**config.mk**
```make
export PLATFORM = sky130hd
export DESIGN_NAME = regfile_wb_arbiter
export DESIGN_NICKNAME = d
export VERILOG_FILES = /design/src/rtl/regfile_wb_arbiter.sv
export SDC_FILE = /design/constraint.sdc
export NUM_CORES = 1
export LEC_CHECK = 0
export CAP_MARGIN = 20
export CORE_UTILIZATION = 50
export DETAILED_ROUTE_END_ITERATION = 8
export PLACE_DENSITY_LB_ADDON = 0.3
export SLEW_MARGIN = 40
export SYNTH_ARGS = -nofsm -noshare
export SYNTH_HDL_FRONTEND = slang
export SYNTH_SLANG_ARGS = --single-unit
```
**constraint.sdc**
```tcl
create_clock -name clk -period 3.1 [get_ports clk]
set_input_delay 0.775 -clock clk [delete_from_list [all_inputs] [get_ports clk]]
set_output_delay 0.775 -clock clk [all_outputs]
set_load 0.01 [all_outputs]
```
**src/rtl/regfile_wb_arbiter.sv**
```systemverilog
// rtl/regfile_wb_arbiter.sv - write-back arbiter merging ALU results and buffered load returns onto the register file port.
// Define WB_PERF_EN to add the forced-drain and LSU backpressure event counters.
module regfile_wb_arbiter #(
  parameter int DATA_WIDTH    = 32,
  parameter int ADDRESS_WIDTH = 5,
  parameter int NUM_REGS      = 32,
  parameter int FIFO_DEPTH    = 4,
  parameter int STARVE_LIMIT  = 3
) (
  input  logic                     clk,
  input  logic                     rst,
  input  logic                     alu_valid,
  input  logic [ADDRESS_WIDTH-1:0] alu_dest,
  input  logic [DATA_WIDTH-1:0]    alu_data,
  output logic                     alu_ready,
  input  logic                     ld_issue_valid,
  input  logic [ADDRESS_WIDTH-1:0] ld_issue_dest,
  input  logic                     lsu_valid,
  input  logic [ADDRESS_WIDTH-1:0] lsu_dest,
  input  logic [DATA_WIDTH-1:0]    lsu_data,
  output logic                     lsu_ready,
  output logic                     RegWrite,
  output logic [ADDRESS_WIDTH-1:0] rg_wrt_dest,
  output logic [DATA_WIDTH-1:0]    rg_wrt_data,
  output logic [NUM_REGS-1:0]      busy_mask
`ifdef WB_PERF_EN
  ,
  output logic [31:0]              perf_drain_cnt,
  output logic [31:0]              perf_lsu_bp_cnt
`endif
);

  localparam int IDX_W = $clog2(FIFO_DEPTH);
  localparam int PTR_W = IDX_W + 1;
  localparam int ST_W  = $clog2(STARVE_LIMIT + 1);
  localparam logic [ST_W-1:0] STARVE_MAX = ST_W'(STARVE_LIMIT);

  logic [PTR_W-1:0]         wr_ptr_q, wr_ptr_d, rd_ptr_q, rd_ptr_d;
  logic [ADDRESS_WIDTH-1:0] fifo_dest_q [FIFO_DEPTH];
  logic [ADDRESS_WIDTH-1:0] fifo_dest_d [FIFO_DEPTH];
  logic [DATA_WIDTH-1:0]    fifo_data_q [FIFO_DEPTH];
  logic [DATA_WIDTH-1:0]    fifo_data_d [FIFO_DEPTH];
  logic [ST_W-1:0]          starve_q, starve_d;
  logic [NUM_REGS-1:0]      busy_q, busy_d;
  logic                     regwrite_q, regwrite_d;
  logic [ADDRESS_WIDTH-1:0] wr_dest_q, wr_dest_d;
  logic [DATA_WIDTH-1:0]    wr_data_q, wr_data_d;

  logic                     fifo_empty, fifo_full, push;
  logic                     alu_win, fifo_win, forced_drain;
  logic [ADDRESS_WIDTH-1:0] head_dest;
  logic [DATA_WIDTH-1:0]    head_data;

  // Extra pointer MSB distinguishes full from empty when the index bits match.
  assign fifo_empty = (wr_ptr_q == rd_ptr_q);
  assign fifo_full  = (wr_ptr_q[IDX_W-1:0] == rd_ptr_q[IDX_W-1:0]) &&
                      (wr_ptr_q[PTR_W-1] != rd_ptr_q[PTR_W-1]);
  assign lsu_ready  = !fifo_full;
  assign push       = lsu_valid && !fifo_full;
  assign head_dest  = fifo_dest_q[rd_ptr_q[IDX_W-1:0]];
  assign head_data  = fifo_data_q[rd_ptr_q[IDX_W-1:0]];

  always_comb begin
    alu_win      = 1'b0;
    fifo_win     = 1'b0;
    forced_drain = 1'b0;
    alu_ready    = 1'b1;
    starve_d     = '0;
    if (fifo_empty) begin
      alu_win = alu_valid;
    end else if (alu_valid && (starve_q < STARVE_MAX)) begin
      alu_win  = 1'b1;
      starve_d = starve_q + 1'b1;
    end else begin
      fifo_win     = 1'b1;
      forced_drain = alu_valid;
      alu_ready    = !alu_valid;
    end
  end

  always_comb begin
    wr_ptr_d    = wr_ptr_q;
    rd_ptr_d    = rd_ptr_q;
    fifo_dest_d = fifo_dest_q;
    fifo_data_d = fifo_data_q;
    if (push) begin
      fifo_dest_d[wr_ptr_q[IDX_W-1:0]] = lsu_dest;
      fifo_data_d[wr_ptr_q[IDX_W-1:0]] = lsu_data;
      wr_ptr_d = wr_ptr_q + 1'b1;
    end
    if (fifo_win) begin
      rd_ptr_d = rd_ptr_q + 1'b1;
    end
  end

  // x0 winners still consume their slot but leave the write port untouched.
  always_comb begin
    regwrite_d = 1'b0;
    wr_dest_d  = wr_dest_q;
    wr_data_d  = wr_data_q;
    if (alu_win && (alu_dest != '0)) begin
      regwrite_d = 1'b1;
      wr_dest_d  = alu_dest;
      wr_data_d  = alu_data;
    end else if (fifo_win && (head_dest != '0)) begin
      regwrite_d = 1'b1;
      wr_dest_d  = head_dest;
      wr_data_d  = head_data;
    end
  end

  // Set is applied after clear so a fresh issue wins over a same-cycle return.
  always_comb begin
    busy_d = busy_q;
    if (fifo_win) begin
      busy_d[head_dest] = 1'b0;
    end
    if (ld_issue_valid && (ld_issue_dest != '0)) begin
      busy_d[ld_issue_dest] = 1'b1;
    end
  end

  always_ff @(posedge clk) begin
    if (rst) begin
      wr_ptr_q   <= '0;
      rd_ptr_q   <= '0;
      starve_q   <= '0;
      busy_q     <= '0;
      regwrite_q <= 1'b0;
      wr_dest_q  <= '0;
      wr_data_q  <= '0;
    end else begin
      wr_ptr_q   <= wr_ptr_d;
      rd_ptr_q   <= rd_ptr_d;
      starve_q   <= starve_d;
      busy_q     <= busy_d;
      regwrite_q <= regwrite_d;
      wr_dest_q  <= wr_dest_d;
      wr_data_q  <= wr_data_d;
    end
  end

  always_ff @(posedge clk) begin
    fifo_dest_q <= fifo_dest_d;
    fifo_data_q <= fifo_data_d;
  end

  assign RegWrite    = regwrite_q;
  assign rg_wrt_dest = wr_dest_q;
  assign rg_wrt_data = wr_data_q;
  assign busy_mask   = busy_q;

`ifdef WB_PERF_EN
  logic [31:0] drain_cnt_q, drain_cnt_d, bp_cnt_q, bp_cnt_d;

  always_comb begin
    drain_cnt_d = drain_cnt_q;
    bp_cnt_d    = bp_cnt_q;
    if (forced_drain && (drain_cnt_q != '1)) begin
      drain_cnt_d = drain_cnt_q + 1'b1;
    end
    if (lsu_valid && fifo_full && (bp_cnt_q != '1)) begin
      bp_cnt_d = bp_cnt_q + 1'b1;
    end
  end

  always_ff @(posedge clk) begin
    if (rst) begin
      drain_cnt_q <= '0;
      bp_cnt_q    <= '0;
    end else begin
      drain_cnt_q <= drain_cnt_d;
      bp_cnt_q    <= bp_cnt_d;
    end
  end

  assign perf_drain_cnt  = drain_cnt_q;
  assign perf_lsu_bp_cnt = bp_cnt_q;
`else
  logic unused_drain;
  assign unused_drain = forced_drain;
`endif

endmodule

```
-- After elaboration in Yosys (flattened, before gate mapping)
Cells that the tools add are included.
- equality and inequality tests: 3
- bitwise operators: 6
- reduce and logical (&&, ||, !) cells: 16
- shifts and indexed selects: 0
- add/subtract/negate cells: 3
- div/mod/pow operators: 0
- multiply operators: 0
- $lt $le $gt $ge: 8
- muxes and demuxes: 30
- operators by type and width (cell ; count):
    32-bit two-way mux ; 7
    128-bit bitwise mux ; 1
    32-bit binary-select mux with 2-bit select ; 1
    32-bit demux with 2-bit select ; 1
    32-bit bitwise AND ; 1
    32-bit inverter ; 1
    32-bit OR ; 1
    5-bit two-way mux ; 5
    20-bit bitwise mux ; 1
    5-bit nonzero test ; 3
    5-bit by 6-bit < comparator with 1-bit output, second input constant ; 2
    5-bit binary-select mux with 2-bit select ; 1
    1-bit demux with 5-bit select ; 2
    5-bit demux with 2-bit select ; 1
    5-bit by 1-bit greater-or-equal comparator with 1-bit output, second input constant ; 2
    1-bit two-way mux ; 10
    1-bit logical AND ; 9
    3-bit by 1-bit adder with 3-bit output, second input constant ; 2
    3-bit greater-or-equal comparator, second input constant ; 2
    2-bit inverter with 3-bit output ; 2
    3-bit equality test ; 1
    3-bit by 1-bit < comparator with 1-bit output, second input constant ; 1
    3-bit OR reduction ; 1
    2-bit by 1-bit adder with 2-bit output, second input constant ; 1
    6 further kinds ; 7
- flip-flop bits (word level): 226
- bits in latches: 0
- bits in read-only memories: 0
- RAM bits: 0
- memories kept: 0
- input port bits: 84
- output and inout port bits: 72

-- Logic depth before layout (Yosys ltp)
- depth in word-level cells: 13
- gate-level depth with buffers: 8
- mapped depth without buffers: 6

-- Least setup slack after synthesis
No wires, ideal clock.
- path kind: reg-to-reg
- from: register rd_ptr_q[0]
- to: register fifo_data_q[0] (netlist name), enable pin
- required time: 2.701 ns
- library setup time: 0.399 ns
- cell stages (with the launch flop): 5
- data arrival time: 2.137 ns
- period minus slack after synthesis: 2.536 ns
- setup slack: 0.564 ns
- cell sequence: dfxtp_1 > buf_6 > xnor2_1 > a31oi_1 > and2_1
- longest elaborated chain between the ends: 4
- ends and longest elaborated chain (item ; RTL line ; RTL):
    from (decl) ; 38 ; logic [PTR_W-1:0] wr_ptr_q, wr_ptr_d, rd_ptr_q, rd_ptr_d;
    from (signal assigned) ; 134 ; rd_ptr_q <= rd_ptr_d;
    2-bit equality test ; 56 ; assign fifo_full = (wr_ptr_q[IDX_W-1:0] == rd_ptr_q[IDX_W-1:0]) &&
    1-bit logical AND ; 56 ;
    1-bit zero test ; 59 ; assign push = lsu_valid && !fifo_full;
    1-bit logical AND ; 59 ;
    to (signal assigned) ; 145 ; fifo_data_q <= fifo_data_d;
    to (decl) ; 41 ; logic [DATA_WIDTH-1:0] fifo_data_q [FIFO_DEPTH];
No other way between the ends.
A chain may end at the register's enable or synchronous reset.

-- Final worst setup path
- from: register rd_ptr_q[0]
- to: output alu_ready
- longest elaborated chain between the ends: 2
- ends and longest elaborated chain (item ; RTL line ; RTL):
    3-bit equality test ; 55 ; assign fifo_empty = (wr_ptr_q == rd_ptr_q);
    1-bit two-way mux ; 69 ; if (fifo_empty) begin
    to (decl) ; 15 ; output logic alu_ready,
No other way between the ends.

==> results_dict.tcl <==
set metrics [dict create \
    status "finished, final reports clean" \
    hpwl_um 13100 \
    hp-class "reg -> reg" \
    synth_top_flop_cell "edfxtp_1" \
    start_kind "register" \
    pin_count 156 \
    cts.sink_count 226 \
    wl_met3_um 1670 \
    yosysTopAreaCell "edfxtp_1" \
    die_x_um 136 \
    clock.fmax_ghz 0.344 \
    antenna_found_initial 0 \
    viasPerCell 5.87 \
    async_flop_share_pct 0 \
    worstSetupPathType "reg -> out" \
    clk_latency_ns 0.50 \
    multi_input_area_um2 2810 \
    ys_ff_latch 226 \
    yosysMostFrequentCell "edfxtp_1" \
    power_density_nw_per_um2 689 \
    crit_fanout 12 \
    period_needed_ns 2.90 \
    synthTopCellsByArea "edfxtp_1 (49%), dfxtp_1 (17%), mux4_2 (9.3%)" \
    top_layer_used "met4" \
    fillers 1201 \
    numCtsBuffers 23 \
    diodes 0 \
    synth_warnings 0 \
    antenna_left 0 \
    ys_seq_area_share_pct 66.8 \
    synth_top_area_share_pct 49.4 \
    rsz0062_at_grt "no" \
    worst_slew_pin_slew_ns 0.786 \
    wire_per_inst_um 20.3 \
    cts_tree "built" \
    core_area_um2 17400 \
    p_total_mw 8.01 \
    m1WireLength_um 8380 \
    fin_hold_ws_ns 0.435 \
    grt_max_degree 73 \
    max_cap_viol_count 0 \
    initial_core_util_pct 51.6 \
    drv_slew 0 \
    setup.worst_path.end_class "output pin" \
    post_cts_buffers 0 \
    finClkSkew_ns 0.0150 \
    routed_wl_um 20300 \
    drive_gt1_share_pct 16.4 \
    leakagePower_nw 3.92 \
    die_h_um 136 \
    drt_iter0_markers 353 \
    grt_pass1_wl_um 31900 \
    synthToLayoutAreaGrowth_pct 29.3 \
    syn-num-nets 687 \
    register_area_um2 6010 \
    finalSetupViolCount 0 \
    cts-root-buf "clkbuf_16" \
    grt_overflow 0 \
    ir_drop_mv 0.503 \
    maxSlewHeadroom_pct 47.6 \
    drc 0 \
    netlist_area_um2 8990 \
    synthDistinctLibCells 36 \
    grt_pass1_vias 5897 \
    via_count 5854 \
    grt_usage_pct 22.7 \
    cp_data_required_time_ns 2.32 \
    place.gp.congestion 0.849 \
    synth_area_per_cell_um2 15.1 \
    synthCells 597 \
    dieArea_um2 18500 \
    final_nets 848 \
    firstDrtPassIters 5 \
    clkTransAtPathRegs_ns 0.06 \
    io_buffers 155 \
    synth_edf_count 148 \
    cp.arrival_ns 2.13 \
    final-hold-violation-count 0 \
    fin_crit_sh_pct 93.7 \
    row_count 48 \
    cts_hold_buf 0 \
    met2_length_um 9830 \
    htree_levels 1 \
    synth_top_cells_by_count "edfxtp_1 (148), dfxtp_1 (78), nand2_1 (41), nor3_1 (38), mux4_2 (37)" \
    cts_buffer_depth 3 \
]
cells in the final DEF, fill, tap and decap left out, types with 3 or more instances in the layout:
cell             Yosys  routed
buf_4                0      16
nor2_1              19      18
nor3_1              38      38
a21oi_1             33      33
edfxtp_1           148     148
dfxtp_1             78      76
clkinv_2             0       5
ha_1                 6       6
xnor2_1              6       4
nand2b_1             6       6
mux4_2              37      37
clkbuf_16            0      23
nand3b_1             3       3
inv_1                5       5
clkdlybuf4s50_1      0     154
nand3_1              3       3
clkinvlp_4           0       3
a221oi_2            19      19
nand2_1             41      40
a221oi_1            18      18
nor2b_1              6       6
o21ai_0             33      33
buf_12               0       5
and2_2               0       4
mux2i_1             35      35
sequential cells by signal (all words and copies together) (netlist names):
register,cells
rg_wrt_data,32
rd_ptr_q,3
starve_q,2
busy_mask,32
RegWrite,1
wr_ptr_q,3
fifo_data_q,128
fifo_dest_q,20
rg_wrt_dest,5
power breakdown:
group / switching [mW] / internal [mW] / total (mW)
combinational: 0.882 / 0.857 / 1.74
clock: 1.11 / 1.57 / 2.69
sequential: 0.136 / 3.45 / 3.59
total: 2.13 / 5.88 / 8.01
worst paths after layout:
path	startpoint	to	slack, ns	cells after the start
worst max-delay path	rd_ptr_q[0]$_SDFFE_PP0P_	alu_ready	0.20	4
worst max register to register	rd_ptr_q[0]$_SDFFE_PP0P_	rg_wrt_data[11]$_SDFFE_PP0P_	0.32	5
worst min-delay path	starve_q[0]$_SDFF_PP0_	starve_q[0]$_SDFF_PP0_	0.44	1
worst min register to register	starve_q[0]$_SDFF_PP0_	starve_q[0]$_SDFF_PP0_	0.44	1
routing by layer:
layer / global-route usage, % / vias to the layer above
li1: - / 2651
met5: 0 / -
met2: 37.8 / 274
met3: 5.00 / 30
met1: 29.9 / 2899
met4: 6.17 / 0
kinds of logic after synthesis:
family                   after synthesis  share of synthesized area [%]
AND/OR/NAND/NOR                      129                           6.83
adder cells (fa/ha/maj)                6                          0.835
XOR/XNOR                               8                          0.779
flip-flops                           226                           66.8
AO/OA/AOI/OAI                        111                           9.28
multiplexers                          72                           13.2
buffers and inverters                 45                           2.30
repair_timing:
action                     in CTS  in global routing
setup endpoints to repair       1                  1
gates resized for setup         1                  2
pin swaps                       0                  0
worst max-delay path, cell delays in order (launching register included):
cell,delay (ns)
dfxtp_4,0.43
xnor2_2,0.30
nand2_1,0.11
o211ai_1,0.17
clkdlybuf4s50_1,0.61
per-stage QoR:
stage | utilization (%) | TNS (ns) | instance area [µm²] | instances | worst slack (ns)
after floorplan | - | 0 | 8990 | 597 | 0.564
after global placement | 62.4 | 0 | 10900 | 958 | 0.0779
final | 66.8 | 0 | 11600 | 998 | 0.197
after detailed placement | 62.4 | -0.0659 | 10900 | 958 | -0.0389
after CTS | 66.7 | 0 | 11600 | 998 | 0.0458
after global routing | 66.8 | 0 | 11600 | 998 | 0.0422
layout make-up:
cell class,count,area share [%]
repair buffers,176,15.2
well taps,225,2.42
clock inverters,13,1.07
multi-input cells,326,24.2
clock buffers,27,5.25
inverters,5,0.161
flip-flops and latches,226,51.7
Power figures use the tool's default switching activity.
